`config.mk`:
```
export PLATFORM = sky130hd
export DESIGN_NAME = isolator_serial_ctrl
export DESIGN_NICKNAME = d
export VERILOG_FILES = /design/src/rtl/isolator_serial_ctrl.sv
export SDC_FILE = /design/constraint.sdc
export NUM_CORES = 1
export LEC_CHECK = 0
export ABC_AREA = 1
export CORE_MARGIN = 8
export CORE_UTILIZATION = 25
export CTS_CLUSTER_SIZE = 12
export DETAILED_ROUTE_END_ITERATION = 10
export HOLD_SLACK_MARGIN = 0.15
export PLACE_DENSITY = 0.52
export SETUP_SLACK_MARGIN = 0.05
export SYNTH_ARGS = -nofsm -noshare
export SYNTH_HDL_FRONTEND = slang
export SYNTH_SLANG_ARGS = --single-unit
```
`constraint.sdc`:
```
create_clock -name clk_i -period 2.1 [get_ports clk_i]
set_input_delay 0.63 -clock clk_i [delete_from_list [all_inputs] [get_ports clk_i]]
set_output_delay 0.63 -clock clk_i [all_outputs]
set_load 0.02 [all_outputs]
```
`src/rtl/isolator_serial_ctrl.sv`:
```
// Sequencer for the isolator board's 74xx shift-register chain: a free-running frame
// shifts per-slot config out, shifts slot status in, and latches both on srclk.
module isolator_serial_ctrl #(
    parameter int CLK_DIV = 2,
    parameter int NBITS   = 8
) (
    input  logic       clk_i,
    input  logic       reset_ni,
    input  logic [3:0] dmcs_cfg_i,
    input  logic [3:0] amcs_cfg_i,
    input  logic [3:0] clksel_cfg_i,
    input  logic [3:0] aovf_clr_i,
    output logic       mclk_o,
    output logic       srclk_o,
    output logic       dmcs_o,
    output logic       amcs_o,
    output logic       clksel_o,
    input  logic       dirchan_i,
    input  logic       aovf_i,
    output logic [3:0] slot_dir_o,
    output logic [3:0] slot_chan_o,
    output logic [3:0] aovfl_sticky_o,
    output logic [3:0] aovfr_sticky_o,
    output logic       status_valid_o,
    output logic       cfg_applied_o
);

    localparam int DW = (CLK_DIV > 1) ? $clog2(CLK_DIV) : 1;
    localparam int BW = $clog2(NBITS);
    localparam logic [DW-1:0] DIV_LAST = DW'(CLK_DIV - 1);
    localparam logic [BW-1:0] BIT_LAST = BW'(NBITS - 1);

    typedef enum logic {
        ST_SHIFT,
        ST_LATCH
    } state_e;

    state_e          state_q, state_d;
    logic [DW-1:0]   div_q, div_d;
    logic            phase_q, phase_d;
    logic [BW-1:0]   bit_q, bit_d;
    logic [11:0]     snap_q, snap_d;
    logic            mclk_q, mclk_d;
    logic            srclk_q, srclk_d;
    logic            dmcs_q, dmcs_d;
    logic            amcs_q, amcs_d;
    logic            clksel_q, clksel_d;
    logic [NBITS-1:0] dir_sr_q, dir_sr_d;
    logic [NBITS-1:0] ovf_sr_q, ovf_sr_d;
    logic [3:0]      slot_dir_q, slot_dir_d;
    logic [3:0]      slot_chan_q, slot_chan_d;
    logic [3:0]      aovfl_q, aovfl_d;
    logic [3:0]      aovfr_q, aovfr_d;
    logic            valid_q, valid_d;
    logic            seen_latch_q, seen_latch_d;
    logic            cfg_applied_q, cfg_applied_d;
    logic            tick;
    logic [11:0]     cfg_now;

    // Out-word is {zeros, slot bits}, sent MSB first; k is the bit position in send order.
    function automatic logic word_bit(input logic [3:0] s, input logic [BW-1:0] k);
        logic [NBITS-1:0] w;
        w = {{(NBITS-4){1'b0}}, s};
        return w[BIT_LAST - k];
    endfunction

    assign tick    = (div_q == DIV_LAST);
    assign cfg_now = {dmcs_cfg_i, amcs_cfg_i, clksel_cfg_i};

    always_ff @(posedge clk_i or negedge reset_ni) begin
        if (!reset_ni) begin
            state_q       <= ST_SHIFT;
            div_q         <= '0;
            phase_q       <= 1'b0;
            bit_q         <= '0;
            snap_q        <= '0;
            mclk_q        <= 1'b0;
            srclk_q       <= 1'b0;
            dmcs_q        <= 1'b0;
            amcs_q        <= 1'b0;
            clksel_q      <= 1'b0;
            dir_sr_q      <= '0;
            ovf_sr_q      <= '0;
            slot_dir_q    <= '0;
            slot_chan_q   <= '0;
            aovfl_q       <= '0;
            aovfr_q       <= '0;
            valid_q       <= 1'b0;
            seen_latch_q  <= 1'b0;
            cfg_applied_q <= 1'b0;
        end else begin
            state_q       <= state_d;
            div_q         <= div_d;
            phase_q       <= phase_d;
            bit_q         <= bit_d;
            snap_q        <= snap_d;
            mclk_q        <= mclk_d;
            srclk_q       <= srclk_d;
            dmcs_q        <= dmcs_d;
            amcs_q        <= amcs_d;
            clksel_q      <= clksel_d;
            dir_sr_q      <= dir_sr_d;
            ovf_sr_q      <= ovf_sr_d;
            slot_dir_q    <= slot_dir_d;
            slot_chan_q   <= slot_chan_d;
            aovfl_q       <= aovfl_d;
            aovfr_q       <= aovfr_d;
            valid_q       <= valid_d;
            seen_latch_q  <= seen_latch_d;
            cfg_applied_q <= cfg_applied_d;
        end
    end

    always_comb begin
        state_d       = state_q;
        div_d         = tick ? '0 : div_q + 1'b1;
        phase_d       = phase_q;
        bit_d         = bit_q;
        snap_d        = snap_q;
        mclk_d        = mclk_q;
        srclk_d       = srclk_q;
        dmcs_d        = dmcs_q;
        amcs_d        = amcs_q;
        clksel_d      = clksel_q;
        dir_sr_d      = dir_sr_q;
        ovf_sr_d      = ovf_sr_q;
        slot_dir_d    = slot_dir_q;
        slot_chan_d   = slot_chan_q;
        aovfl_d       = aovfl_q & ~aovf_clr_i;
        aovfr_d       = aovfr_q & ~aovf_clr_i;
        valid_d       = valid_q;
        seen_latch_d  = seen_latch_q;
        cfg_applied_d = 1'b0;

        if (tick) begin
            phase_d = ~phase_q;
            unique case (state_q)
                ST_SHIFT: begin
                    if (!phase_q) begin
                        mclk_d   = 1'b1;
                        dir_sr_d = {dir_sr_q[NBITS-2:0], dirchan_i};
                        ovf_sr_d = {ovf_sr_q[NBITS-2:0], aovf_i};
                    end else begin
                        mclk_d = 1'b0;
                        if (bit_q == BIT_LAST) begin
                            state_d = ST_LATCH;
                            srclk_d = 1'b1;
                            bit_d   = '0;
                            // The first frame after reset shifts in whatever the board held at power-up.
                            if (seen_latch_q) begin
                                slot_chan_d = dir_sr_q[7:4];
                                slot_dir_d  = dir_sr_q[3:0];
                                aovfl_d     = aovfl_d | {ovf_sr_q[6], ovf_sr_q[4], ovf_sr_q[2], ovf_sr_q[0]};
                                aovfr_d     = aovfr_d | {ovf_sr_q[7], ovf_sr_q[5], ovf_sr_q[3], ovf_sr_q[1]};
                                valid_d     = 1'b1;
                            end
                        end else begin
                            bit_d    = bit_q + 1'b1;
                            dmcs_d   = word_bit(snap_q[11:8], bit_q + 1'b1);
                            amcs_d   = word_bit(snap_q[7:4], bit_q + 1'b1);
                            clksel_d = word_bit(snap_q[3:0], bit_q + 1'b1);
                        end
                    end
                end
                ST_LATCH: begin
                    if (phase_q) begin
                        state_d       = ST_SHIFT;
                        srclk_d       = 1'b0;
                        seen_latch_d  = 1'b1;
                        cfg_applied_d = 1'b1;
                        snap_d        = cfg_now;
                        dmcs_d        = word_bit(cfg_now[11:8], '0);
                        amcs_d        = word_bit(cfg_now[7:4], '0);
                        clksel_d      = word_bit(cfg_now[3:0], '0);
                    end
                end
                default: ;
            endcase
        end
    end

    assign mclk_o         = mclk_q;
    assign srclk_o        = srclk_q;
    assign dmcs_o         = dmcs_q;
    assign amcs_o         = amcs_q;
    assign clksel_o       = clksel_q;
    assign slot_dir_o     = slot_dir_q;
    assign slot_chan_o    = slot_chan_q;
    assign aovfl_sticky_o = aovfl_q;
    assign aovfr_sticky_o = aovfr_q;
    assign status_valid_o = valid_q;
    assign cfg_applied_o  = cfg_applied_q;

endmodule
```
; After elaboration in Yosys (flattened, before gate mapping)
; Index checks and enable logic that the tools add are counted.
[op_classes]
n_reduce_logical = 7
n_eq_ne = 5
bitwise = 7
order_cmp = 1
n_mux = 38
n_addsub = 3
[ops]
columns = op, count
row1 = two-way mux 4 bit, 10
row2 = two-way mux 1 bit, 19
row3 = one-hot mux 1 bit (2 select lines), 5
row4 = binary-select mux 1 bit (select 3 bit), 3
row5 = AND reduction 3 bit, 3
row6 = bitwise AND 4 bit, 2
row7 = OR 4 bit, 2
row8 = AND reduction 4 bit, 2
row9 = "!= test 2 bit, second input constant", 3
row10 = AND reduction 5 bit, 1
row11 = "less-than comparator 3 x 4 -> 1 bit, second input constant", 1
row12 = NOT 4 bit, 1
row13 = "adder 3 x 1 -> 3 bit, second input constant", 1
row14 = "== test 3 bit, second input constant", 1
row15 = two-way mux 3 bit, 1
row16 = "subtractor 3 bit, first input constant", 1
row17 = "!= test 2 x 1 -> 1 bit, second input constant", 1
row18 = NOT 1 bit, 2
row19 = AND reduction 2 bit, 1
row20 = "adder 1 bit, second input constant", 1
[totals]
out_inout_bits = 23
elab_cells = 80
in_bits = 20
regBits = 58

; Depth between registers and ports, before layout
[depth]
depth_word = 8
ltp_mapped = 8
mapped_depth_nobuf = 7

; Worst setup path after synthesis
; Ideal clock, no wire load.
[synth_timing]
kind = register to register
start = register bit_q[0]
end = register slot_dir_q[0] (netlist: slot_dir_o[0])
setup_slack_ns = 0.818
setup_time_ns = 0.074
path_stages_with_launch = 9
t_required_ns = 2.026
period_less_slack_ns = 1.282
arrival_ns = 1.209
path_cell_list = dfrtp_1 -> ha_1 -> ha_1 -> nand2_2 -> nor2_4 -> nand2_4 -> buf_6 -> nand2_1 -> o21ai_2
[synth_via]
elab_chain_len = 2
[synth_rtl]
columns = element, line
row1 = from (decl), 41  ; logic [BW-1:0] bit_q, bit_d;
row2 = from (signal assigned), 95  ; bit_q <= bit_d;
row3 = == test 3 bit, 145  ; if (bit_q == BIT_LAST) begin
row4 = AND reduction 5 bit (no source line), -
row5 = to (signal assigned), 104  ; slot_dir_q <= slot_dir_d;
row6 = to (decl), 50  ; logic [3:0] slot_dir_q, slot_dir_d;
; No other way between the ends.
; A chain may end at the register's enable or synchronous reset.

; Final worst setup path
[layout_timing]
start = register dmcs_q (netlist: dmcs_o)
end = output dmcs_o
[layout_lines]
columns = element, line
row1 = from (decl), 45  ; logic dmcs_q, dmcs_d;
row2 = from (signal assigned), 99  ; dmcs_q <= dmcs_d;
row3 = to (decl), 15  ; output logic dmcs_o,
; No word-level cell between the ends.

==> flow_summary.yaml <==
run_status:
  outcome: "finished clean"
setup_path:
  worstSetupEndpointType: "output port"
  critical_path.reg2reg.endpoint: "slot_chan_o[2]$_DFFE_PN0P_"
  crit_family: "buffers and inverters"
  r2r-start: "bit_q[0]$_DFFE_PN0P_"
  slowest_stage: "clkdlybuf4s50_1"
  cp-start-kind: "flip-flop"
  crit_required_ps: 1470
  reg2reg_depth: 7
  critPathArrivalTime_ps: 1310
  crit_fanout: 2
  crit_chain: "clkdlybuf4s50_1"
  reg2reg_slack_ps: 480
  slowest_delay_ps: 620
  path_buf_inv: 1
  crit_type: "flip-flop to output port"
global_routing:
  antenna_found_initial: 0
  grt_max_degree: 33
  grt_pass1_wl_mm: 8.507
  grt_util_all_layers_pct: 8.416
  grt_overflow: 0
  grt_pass1_vias: 1830
placement:
  place_inst: 421
  dp_slack_ps: 466.0
  place.gp.congestion: 0.7433
  port_buffers: 42
  hpwl_mm: 3.455
  dpl_cell_area_mm2: 0.002948
timing:
  fin_setup_tns_ps: 0
  holdWs_ps: 264.1
  slew_viol_final: 0
  clock.fmax_ghz: 0.5155
  slew_headroom_pct: 66.61
  fin_ws_ps: 160.3
  finalCritPeriodShare_pct: 92.37
  skew_ps: 6.080
  hold_viol_final: 0
  rsz0062_at_grt: "no"
  period_needed_ps: 1940
  worst_pin_slew_ps: 500.8
  finalSetupViolCount: 0
detailed_routing:
  drc_errors: 0
  drt_iter0_markers: 54
  drt_first_pass_iters: 4
  met3_length_um: 360
  post_drt_wl_per_cell_um: 11.15
  wl_mm: 4.862
  vias: 1709
  top_layer: "met4"
  met1_length_mm: 2.150
  via_per_inst: 3.920
  met2_length_mm: 2.276
  ant_nets: 0
floorplanning:
  fp.dieH_um: 113.8
  rows: 35
  core_area_mm2: 0.009240
  die_w_um: 113.8
  io_pins: 43
  start_util_pct: 25.88
  die_area_mm2: 0.01295
yosys:
  yosysMostFrequentCell: "nand2_1"
  synth_common_cells: "nand2_1, dfrtp_1, inv_1"
  synth_top_area_cell: "dfrtp_1"
  synth.area.top_cells: "dfrtp_1, nand2_1, inv_1"
  postSynthCellCount: 255
  synth_area_mm2: 0.002391
  synth.yosys.seq_area_share_pct: 60.70
  synth_edf_count: 0
  synth_seq_cells: 58
  ys.flop_type: "dfrtp_1"
  synth-async-reset-ratio_pct: 100.0
  syn_avg_cell_area_um2: 9.377
  yosys.area.top_type_share_pct: 60.70
  syn_nets: 277
  ys_types: 19
  yosys_warnings: 0
clocking:
  clk_pin_slew_worst_paths_ps: 60
  cts_buffer_depth: 2
  cts-resized-gates: 0
  cts_max_level: 3
  post_cts_buffers: 0
  clock_latency_ps: 330
  cts_tree: "yes"
  ctsHoldBuffers: 0
  cts_buffers: 9
  root_buffer: "clkbuf_8"
  clock-sinks: 58
finish:
  fin_nets: 325
  seq_area_mm2: 0.001451
  final_area_mm2: 0.003107
  fillers: 973
  multi_input_comb_area_um2: 730.7
  fin_cells: 436
  antenna_cells: 0
  drive_gt1_share_pct: 13.68
  areaGrowthSynthToFinish_pct: 29.93
  utilization_pct: 33.62
pwr:
  power.density_mw_per_mm2: 676.7
  power_mw: 2.102
  cellLeakagePower_nw: 1.471
  ir_drop_mv: 0.2929
run:
  drv_cap: 0
hold_path:
  hold_path_class: "input pin to async pin"
==> flip-flops by register name (all words and copies together), names as in the netlist <==
register        cells
aovfl_sticky_o      4
slot_chan_o         4
state_q             1
snap_q             12
cfg_applied_o       1
slot_dir_o          4
aovfr_sticky_o      4
clksel_o            1
seen_latch_q        1
div_q               1
dmcs_o              1
status_valid_o      1
phase_q             1
dir_sr_q            8
amcs_o              1
mclk_o              1
ovf_sr_q            8
bit_q               3
srclk_o             1
==> how the worst max path moves through the flow <==
stage                                          start                    endpoint  slack, ps  depth (start not counted)
after CTS                 slot_chan_o[3]$_DFFE_PN0P_              slot_chan_o[3]        110                          1
after global placement    slot_chan_o[3]$_DFFE_PN0P_              slot_chan_o[3]        500                          1
final                             dmcs_o$_DFFE_PN0P_                      dmcs_o        160                          1
after global routing              dmcs_o$_DFFE_PN0P_                      dmcs_o         90                          1
after floorplan                 bit_q[0]$_DFFE_PN0P_   slot_dir_o[0]$_DFFE_PN0P_        820                          8
after detailed placement        bit_q[0]$_DFFE_PN0P_  slot_chan_o[1]$_DFFE_PN0P_        470                          7
==> worst reg2reg max path, stage by stage, from the launching register on <==
cell and delay [ps]:
dfrtp_1 500, ha_1 200, ha_1 170, nand2_2 90, nor2_4 130, nand2_4 220
nand2_1 160, o21ai_2 50
==> cell usage in the layout (no fill, tap or decap), drive strengths merged <==
cell type	count
clkdlybuf4s50	41
inv	41
buf	4
clkbuf	9
nand3	8
nand2	78
nor2	11
a21oi	2
or2	1
ha	2
o21ai	46
clkinvlp	2
dfrtp	58
clkinv	4
==> cell families after synthesis <==
kind of cell	count (synthesis)	synth area share, %
flops	58	60.70
simple gates	98	17.27
fa+ha+maj	2	1.046
compound gates	48	12.24
buf+inv	49	8.738
==> final cells by class <==
type | count | area share (%)
timing repair buffer | 45 | 14.50
clock inverter | 6 | 1.128
multi-input combinational | 148 | 23.52
sequential | 58 | 46.72
tap | 129 | 5.195
inverter | 41 | 4.954
clock buffer | 9 | 3.987
==> power breakdown <==
| group | leakage (nW) | total (mW) | internal [mW] | switching, mW |
|---|---|---|---|---|
| sequential | 0.726 | 1.16 | 1.14 | 0.0104 |
| clock | 0.0806 | 0.842 | 0.411 | 0.430 |
| combinational | 0.663 | 0.106 | 0.0499 | 0.0558 |
| total | 1.47 | 2.10 | 1.61 | 0.497 |
==> routing by layer <==
metal	up-vias	track usage (%)
met5	-	0
met4	0	3.993
met3	9	3.962
met2	42	13.81
met1	785	8.986
li1	873	-
Note: power is estimated with default switching activity, not from simulation.
